==> src/rtl/bridge_pkg.sv <==
// Shared definitions for the SRAM-like bus bridge: access size encodings and
// the width helper used for occupancy counters.
package bridge_pkg;

   typedef enum logic [1:0] {
      SZ_BYTE = 2'd0,
      SZ_HALF = 2'd1,
      SZ_WORD = 2'd2
   } size_e;

   // Bits needed to hold any value 0..max_val inclusive.
   function automatic int cnt_width(input int max_val);
      return (max_val < 1) ? 1 : $clog2(max_val + 1);
   endfunction

endpackage

==> src/rtl/resp_fifo.sv <==
// Small synchronous FIFO with registered storage and a synchronous clear.
// pop_data always shows the head entry; the caller gates it with count.
module resp_fifo
   import bridge_pkg::*;
#(
   parameter int WIDTH = 33,
   parameter int DEPTH = 2
) (
   input  logic                        clk,
   input  logic                        reset,
   input  logic                        clear,
   input  logic                        push,
   input  logic [WIDTH-1:0]            push_data,
   input  logic                        pop,
   output logic [WIDTH-1:0]            pop_data,
   output logic [cnt_width(DEPTH)-1:0] count
);

   localparam int PTR_W = (DEPTH > 1) ? $clog2(DEPTH) : 1;
   localparam int CNT_W = cnt_width(DEPTH);

   logic [WIDTH-1:0] mem [DEPTH];
   logic [PTR_W-1:0] wr_ptr;
   logic [PTR_W-1:0] rd_ptr;
   logic             do_push;
   logic             do_pop;

   function automatic logic [PTR_W-1:0] ptr_inc(input logic [PTR_W-1:0] ptr);
      return (ptr == PTR_W'(DEPTH - 1)) ? '0 : ptr + 1'b1;
   endfunction

   assign do_push  = push && (count != CNT_W'(DEPTH));
   assign do_pop   = pop && (count != '0);
   assign pop_data = mem[rd_ptr];

   always_ff @(posedge clk or posedge reset) begin
      if (reset) begin
         wr_ptr <= '0;
         rd_ptr <= '0;
         count  <= '0;
         for (int i = 0; i < DEPTH; i++) begin
            mem[i] <= '0;
         end
      end else if (clear) begin
         wr_ptr <= '0;
         rd_ptr <= '0;
         count  <= '0;
      end else begin
         if (do_push) begin
            mem[wr_ptr] <= push_data;
            wr_ptr      <= ptr_inc(wr_ptr);
         end
         if (do_pop) begin
            rd_ptr <= ptr_inc(rd_ptr);
         end
         case ({do_push, do_pop})
            2'b10:   count <= count + 1'b1;
            2'b01:   count <= count - 1'b1;
            default: count <= count;
         endcase
      end
   end

endmodule

==> src/rtl/sram_like_bridge.sv <==
// Bridge from a pipeline memory request port to an SRAM-like split-transaction
// bus, with bounded outstanding requests, a response FIFO and flush-cancel.
module sram_like_bridge
   import bridge_pkg::*;
#(
   parameter int ADDR_W  = 32,
   parameter int DATA_W  = 32,
   parameter int MAX_OUT = 2
) (
   input  logic                clk,
   input  logic                reset,
   input  logic                req_valid,
   output logic                req_ready,
   input  logic                req_wr,
   input  logic [1:0]          req_size,
   input  logic [DATA_W/8-1:0] req_wstrb,
   input  logic [ADDR_W-1:0]   req_addr,
   input  logic [DATA_W-1:0]   req_wdata,
   output logic                resp_valid,
   input  logic                resp_ready,
   output logic [DATA_W-1:0]   resp_rdata,
   output logic                resp_wr,
   input  logic                flush,
   output logic                bus_req,
   output logic                bus_wr,
   output logic [1:0]          bus_size,
   output logic [DATA_W/8-1:0] bus_wstrb,
   output logic [ADDR_W-1:0]   bus_addr,
   output logic [DATA_W-1:0]   bus_wdata,
   input  logic                bus_addr_ok,
   input  logic                bus_data_ok,
   input  logic [DATA_W-1:0]   bus_rdata
);

   localparam int CNT_W = cnt_width(MAX_OUT);

   logic [CNT_W-1:0] inflight;
   logic [CNT_W-1:0] inflight_nxt;
   logic [CNT_W-1:0] cancel_cnt;
   logic [CNT_W-1:0] cancel_nxt;
   logic [CNT_W-1:0] fifo_cnt;
   logic [CNT_W-1:0] tag_cnt;
   logic             credit;
   logic             accept;
   logic             ack;
   logic             resp_push;
   logic             resp_pop;
   logic             tag_head;
   logic [DATA_W:0]  resp_head;

   // Buffered responses hold credit too, so the FIFO can never overflow.
   assign credit = ({1'b0, inflight} + {1'b0, fifo_cnt}) < (CNT_W + 1)'(MAX_OUT);

   assign bus_req   = req_valid & credit & ~flush & ~reset;
   assign bus_wr    = req_wr;
   assign bus_size  = req_size;
   assign bus_wstrb = req_wstrb;
   assign bus_addr  = req_addr;
   assign bus_wdata = req_wdata;

   assign req_ready = bus_req & bus_addr_ok;
   assign accept    = req_ready;

   // A stray data_ok with nothing outstanding is ignored so counters stay at 0.
   assign ack       = bus_data_ok & (inflight != '0);
   assign resp_push = ack & (cancel_cnt == '0);

   assign resp_valid = (fifo_cnt != '0) & ~flush;
   assign resp_pop   = resp_valid & resp_ready;
   assign resp_rdata = resp_head[DATA_W-1:0];
   assign resp_wr    = resp_head[DATA_W];

   always_comb begin
      inflight_nxt = inflight;
      if (accept && !ack) begin
         inflight_nxt = inflight + 1'b1;
      end else if (!accept && ack) begin
         inflight_nxt = inflight - 1'b1;
      end

      cancel_nxt = cancel_cnt;
      if (flush) begin
         cancel_nxt = inflight_nxt;
      end else if (ack && (cancel_cnt != '0)) begin
         cancel_nxt = cancel_cnt - 1'b1;
      end
   end

   always_ff @(posedge clk or posedge reset) begin
      if (reset) begin
         inflight   <= '0;
         cancel_cnt <= '0;
      end else begin
         inflight   <= inflight_nxt;
         cancel_cnt <= cancel_nxt;
      end
   end

   // Tag queue tracks every outstanding transaction, including cancelled ones,
   // so it is never cleared by flush.
   resp_fifo #(
      .WIDTH (1),
      .DEPTH (MAX_OUT)
   ) u_tag_q (
      .clk       (clk),
      .reset     (reset),
      .clear     (1'b0),
      .push      (accept),
      .push_data (req_wr),
      .pop       (ack),
      .pop_data  (tag_head),
      .count     (tag_cnt)
   );

   resp_fifo #(
      .WIDTH (DATA_W + 1),
      .DEPTH (MAX_OUT)
   ) u_resp_fifo (
      .clk       (clk),
      .reset     (reset),
      .clear     (flush),
      .push      (resp_push),
      .push_data ({tag_head, bus_rdata}),
      .pop       (resp_pop),
      .pop_data  (resp_head),
      .count     (fifo_cnt)
   );

   a_data_ok_idle: assert property (@(posedge clk) disable iff (reset)
      !(bus_data_ok && (inflight == '0)));

   a_tag_track: assert property (@(posedge clk) disable iff (reset)
      tag_cnt == inflight);

endmodule

==> config.mk <==
export PLATFORM = sky130hd
export DESIGN_NAME = sram_like_bridge
export DESIGN_NICKNAME = d
export VERILOG_FILES = /design/src/rtl/bridge_pkg.sv /design/src/rtl/resp_fifo.sv /design/src/rtl/sram_like_bridge.sv
export SDC_FILE = /design/constraint.sdc
export NUM_CORES = 1
export LEC_CHECK = 0
export BUFFER_PORTS_ARGS = -buffer_cell sky130_fd_sc_hd__buf_2
export CORE_AREA = 5 5 104 106
export CTS_CLUSTER_SIZE = 10
export DETAILED_ROUTE_END_ITERATION = 10
export DIE_AREA = 0 0 109 111
export PLACE_DENSITY = 0.78
export SLEW_MARGIN = 30
export SYNTH_ARGS = -nofsm -noshare
export SYNTH_HDL_FRONTEND = slang
export SYNTH_HIERARCHICAL = 1
export SYNTH_SLANG_ARGS = --single-unit
==> constraint.sdc <==
create_clock -name clk -period 3.5 [get_ports clk]
set_clock_uncertainty 0.2 [all_clocks]
set_input_delay 0.7 -clock clk [delete_from_list [all_inputs] [get_ports clk]]
set_output_delay 0.7 -clock clk [all_outputs]
set_load 0.01 [all_outputs]
== Word-level counts from Yosys, hierarchy flattened ==
Index checks and enable logic that the tools add are counted.
W data, S select, Z words.
Word-level totals
  register bits after elaboration: 80
  bits in latches: 0
  bits in writable memories: 0
  memory bits (read-only): 0
  input bits: 110
  output and inout port bits: 107
  word-level logic and storage cells: 100
  memories kept: 0
Cells by class
  $add $sub $neg: 12
  multiply operators: 0
  divide/modulo/power cells: 0
  $lt $le $gt $ge: 7
  equality and inequality tests: 6
  shift operators: 0
  muxes and demuxes: 27
  bitwise operators: 14
  reductions and logical operators: 22
Operators with widths (count)
  $mux W33: 4
  $bwmux W66: 1
  $demux W33 S1: 1
  $reduce_bool A2 Y1: 8
  $mux W1: 12
  $mux W2: 5
  $logic_and A1 B1 Y1: 9
  $and A1 B1 Y1: 8
  $ge A2 B2 Y1 const B: 4
  $not A1 Y2: 4
  $pmux W2 S2: 2
  $sub A2 B1 Y2 const B: 4
  $add A2 B1 Y2 const B: 3
  $add A1 B1 Y1 const B: 4
  $eq A2 B1 Y1 const B: 2
  $eq A2 B2 Y1 const B: 2
  $lt A2 B1 Y1 const B: 2
  $ne A2 B2 Y1 const B: 2
  $add A2 B2 Y3: 1
  $lt A3 B2 Y1 const B: 1
  $reduce_bool A3 Y1: 1
  $bwmux W2: 1
  $logic_not A1 Y1: 2
  $logic_not A2 Y1: 1
  other kinds (3): 4

== Logic depth before layout (Yosys ltp) ==
  depth in word-level cells: 11
  depth in mapped cells: 9
  mapped depth without buffers: 8

== Cells and area by module ==
The synthesis kept the hierarchy.
Modules (own cells, without submodules)
  resp_fifo at u_resp_fifo: instances 1, cells each 200, area each 3075.4 um^2
  sram_like_bridge: instances 1, cells each 111, area each 867.1 um^2
  resp_fifo at u_tag_q: instances 1, cells each 30, area each 322.8 um^2

== Worst setup path after synthesis ==
Ideal clock, no wire load.
  path kind: register to register
  start point: register u_resp_fifo.count[0]
  end point: register u_tag_q/mem[1] (netlist name)
  setup time: 0.128 ns
  arrival time: 2.512 ns
  data required time: 3.172 ns
  setup slack: 0.660 ns
  stages on the path, launching flop included: 9
  period minus slack after synthesis: 2.840 ns
  cells stage by stage: dfrtp_1 -> and2_1 -> fa_1 -> or4b_4 -> or2_4 -> clkinv_2 -> inv_2 -> nor4_2 -> mux2_1
On the way
  cells in the longest elaborated chain, start to end: 7
Ends and longest elaborated chain
  start: declaration: RTL line resp_fifo.sv:16  | output logic [cnt_width(DEPTH)-1:0] count
  start signal: assignment: RTL line resp_fifo.sv:57  | 2'b10: count <= count + 1'b1;
  start signal: assignment: RTL line resp_fifo.sv:58  | 2'b01: count <= count - 1'b1;
  start signal: assignment: RTL line resp_fifo.sv:59  | default: count <= count;
  $add A2 B2 Y3: RTL line sram_like_bridge.sv:52  | assign credit = ({1'b0, inflight} + {1'b0, fifo_cnt}) < (CNT_W + 1)'(MAX_OUT);
  $lt A3 B2 Y1: RTL line sram_like_bridge.sv:52
  $and A1 B1 Y1 (3 in series): RTL line sram_like_bridge.sv:54  | assign bus_req = req_valid & credit & ~flush & ~reset;
  $and A1 B1 Y1: RTL line sram_like_bridge.sv:61  | assign req_ready = bus_req & bus_addr_ok;
  named net req_ready: RTL line sram_like_bridge.sv:13  | output logic req_ready,
  $logic_and A1 B1 Y1: RTL line resp_fifo.sv:32  | assign do_push = push && (count != CNT_W'(DEPTH));
  end signal: indexed assignment: RTL line resp_fifo.sv:50  | mem[wr_ptr] <= push_data;
  end: declaration: RTL line resp_fifo.sv:22  | logic [WIDTH-1:0] mem [DEPTH];
The timed path passes the listed nets, and every way through them passes these cells.
A chain may end at the register's enable or synchronous reset.

== Final worst setup path ==
  start point: register u_resp_fifo.count[0]
  end point: output port req_ready
On the way
  cells in the longest elaborated chain, start to end: 6
Ends and longest elaborated chain (RTL line)
  $add A2 B2 Y3: sram_like_bridge.sv:52
  $lt A3 B2 Y1: sram_like_bridge.sv:52
  $and A1 B1 Y1 (3 in series): sram_like_bridge.sv:54
  $and A1 B1 Y1: sram_like_bridge.sv:61
  end: declaration: sram_like_bridge.sv:13
Every way passes these cells.

==> qor.yml <==
synth_edf_count: 0
ctsRootBufferMaster: "clkbuf_8"
synth_seq_area_share: 0.4693
cts_setup_buffers: 0
power_density_mw_per_mm2: 709.3
fin_area_mm2: 0.004479
cts-resized-gates: 0
critPathMaxFanout: 9
antenna_found_initial: 0
post_drt_wl_per_cell_um: 16.29
cts_buffers: 9
grt_pass1_vias: 2823
h-tree-depth: 3
clk_pin_slew_ns: 0.08
syn_avg_cell_area_um2: 12.51
vias: 2495
tightest_slew_ns: 0.6751
initial_core_util: 0.4404
r2r-start: "u_resp_fifo/count[0]$_DFFE_PP0P_"
ys_seq_elements: 80
ant_nets: 0
drive_gt1_frac: 0.5592
n_antenna_cell: 0
gr-usage-all-layers: 0.1373
coreArea_mm2: 0.009684
port_buffers: 76
period_share: 0.9664
dp.final_hpwl_um: 5780
synth_top_flop_cell: "dfrtp_1"
finalHoldViolCount: 0
yosysMostFrequentCell: "mux2_2"
fin_crit_ns: 3.382
r2r_cells: 8
synthToLayoutAreaGrowth_pct: 5.016
synth_common_cells: "mux2_2 (97), dfrtp_1 (80), buf_4 (71)"
synth.yosys.warnings: 6
drc: 0
clock-sinks: 80
r2r_slack_ns: 0.56
clk_latency_ns: 0.33
rsz0062_at_grt: "no"
die_area_mm2: 0.01210
postPlaceCellArea_mm2: 0.004304
routed_wl_um: 8079
holdCritPathClass: "in2async"
fillers: 896
ys_async_sr_fraction: 1.000
drt_iter0_drc: 58
dieWidth_um: 109
hold_buffers: 0
synth.top_cell.area_share: 0.4693
cts_tree: "done"
cp_data_required_time_ns: 2.60
grt-ovfl-total: 0
synth_cell_types: 41
crit_arrival_ns: 2.48
slew_viol_final: 0
final_nets: 471
boundaryPins: 217
via_per_inst: 5.030
worst_setup_path_start_kind: "flop"
clockBufferDepth: 2
status: "finished, final reports clean"
maxCapViolations: 0
ir_drop_uv: 264.8
slew_headroom: 0.5493
syn-cell-area_mm2: 0.004265
r2r-end: "u_tag_q/mem[1]$_DFFE_PP0P_"
yosysTopAreaCell: "dfrtp_1"
dr.pass1.iters: 6
critical_path.endpoint_type: "output port"
gp_congestion: 0.8128
fin_tns_setup_ns: 0
synth_area_leaders: "dfrtp_1 (47%), mux2_2 (26%), buf_4 (12%)"
fp.dieH_um: 111
grt_max_degree: 41
setup_viol_count_final: 0
leakage_nw: 2.127
max_freq_mhz: 295.6
placementRows: 36
critical_path_class: "reg2out"
grt_pass1_wl_um: 13340
syn_inst: 341
critical path: stages, from the launching register on:
cell	delay [ns]
dfrtp_1	0.45
and2_1	0.20
fa_1	0.43
or4b_4	0.55
or2_4	0.26
clkinv_2	0.11
buf_2	0.15
cell type report:
class,instances,area (um^2),area share
Sequential cell,80,2002,0.4469
Inverter,11,42.54,0.009497
Tap cell,133,166.4,0.03715
Multi-Input combinational cell,174,1643,0.3668
Clock inverter,4,30.03,0.006704
Clock buffer,12,145.1,0.03240
Timing Repair Buffer,82,450.4,0.1006
worst max-delay path by stage:
stage,to,startpoint,cells past startpoint
3_3_place_gp,req_ready,u_resp_fifo/count[0]$_DFFE_PP0P_,6
6_report,req_ready,u_resp_fifo/count[0]$_DFFE_PP0P_,6
4_1_cts,req_ready,u_resp_fifo/count[0]$_DFFE_PP0P_,6
5_1_grt,req_ready,u_resp_fifo/count[0]$_DFFE_PP0P_,6
2_1_floorplan,u_tag_q/mem[1]$_DFFE_PP0P_,u_resp_fifo/count[0]$_DFFE_PP0P_,8
3_5_place_dp,req_ready,u_resp_fifo/count[0]$_DFFE_PP0P_,6
per-stage QoR:
stage                 util  setup WS (ns)  std cells  total power, mW  hold WS [ns]
floorplan                -         0.6602        346            2.308        0.2541
global placement    0.4444         0.5041        480            2.540        0.2635
detailed placement  0.4444         0.4568        480            2.621        0.2760
CTS                 0.4625        0.08716        496            3.249       0.07713
global route        0.4625       0.006730        496            3.410       0.08925
finish              0.4625         0.1176        496            3.177       0.09552
registers in the layout, indices dropped and copies added (netlist names):
| name | flops |
|---|---|
| u_resp_fifo/mem | 66 |
| cancel_cnt | 2 |
| inflight | 2 |
| u_resp_fifo/rd_ptr | 1 |
| u_tag_q/count | 2 |
| u_resp_fifo/count | 2 |
| u_tag_q/rd_ptr | 1 |
| u_tag_q/mem | 2 |
| u_tag_q/wr_ptr | 1 |
| u_resp_fifo/wr_ptr | 1 |
kinds of logic after synthesis:
kind of cell,count (synthesis),synth area share
mux,105,0.2766
buf+inv,92,0.1499
flops,80,0.4693
simple gates,33,0.05310
compound gates,22,0.02933
xor+xnor,5,0.01027
fa+ha+maj,3,0.01056
other cells,1,0.0008792
per-layer routing:
layer	wire, um	global-route usage
met5	0	0
met4	286	0.06145
met3	691	0.05125
met2	4021	0.2318
met1	3080	0.1514
layout by cell type (no fill, tap or decap), types with 2 or more instances in the layout:
master | synthesis | layout
inv_2 | 2 | 3
o211ai_1 | 2 | 2
xor2_1 | 2 | 2
nand2b_1 | 4 | 4
nor3b_1 | 2 | 2
dfrtp_1 | 80 | 80
inv_1 | 8 | 7
buf_12 | 0 | 2
nor2_1 | 7 | 7
a21oi_1 | 9 | 9
mux2i_1 | 2 | 2
mux2_2 | 97 | 97
xnor2_1 | 3 | 3
ha_1 | 2 | 2
o21ai_0 | 6 | 6
conb_1 | 1 | 6
mux2_1 | 6 | 6
or3_1 | 2 | 2
clkinv_2 | 1 | 2
a21o_1 | 2 | 2
nand3b_1 | 2 | 2
buf_2 | 3 | 76
and2_1 | 3 | 3
clkbuf_8 | 0 | 10
nand2_1 | 2 | 2
buf_4 | 71 | 4
clkinv_4 | 0 | 2
nand4b_1 | 2 | 2
clkbuf_1 | 1 | 2
report_power, final:
group / switching, mW / leakage, nW / total, mW / internal, mW
clock: 0.321 / 0.0866 / 0.600 / 0.279
combinational: 0.497 / 1.01 / 1.14 / 0.647
sequential: 0.170 / 1.03 / 1.43 / 1.26
total: 0.988 / 2.13 / 3.18 / 2.19
Power figures use the tool's default switching activity.
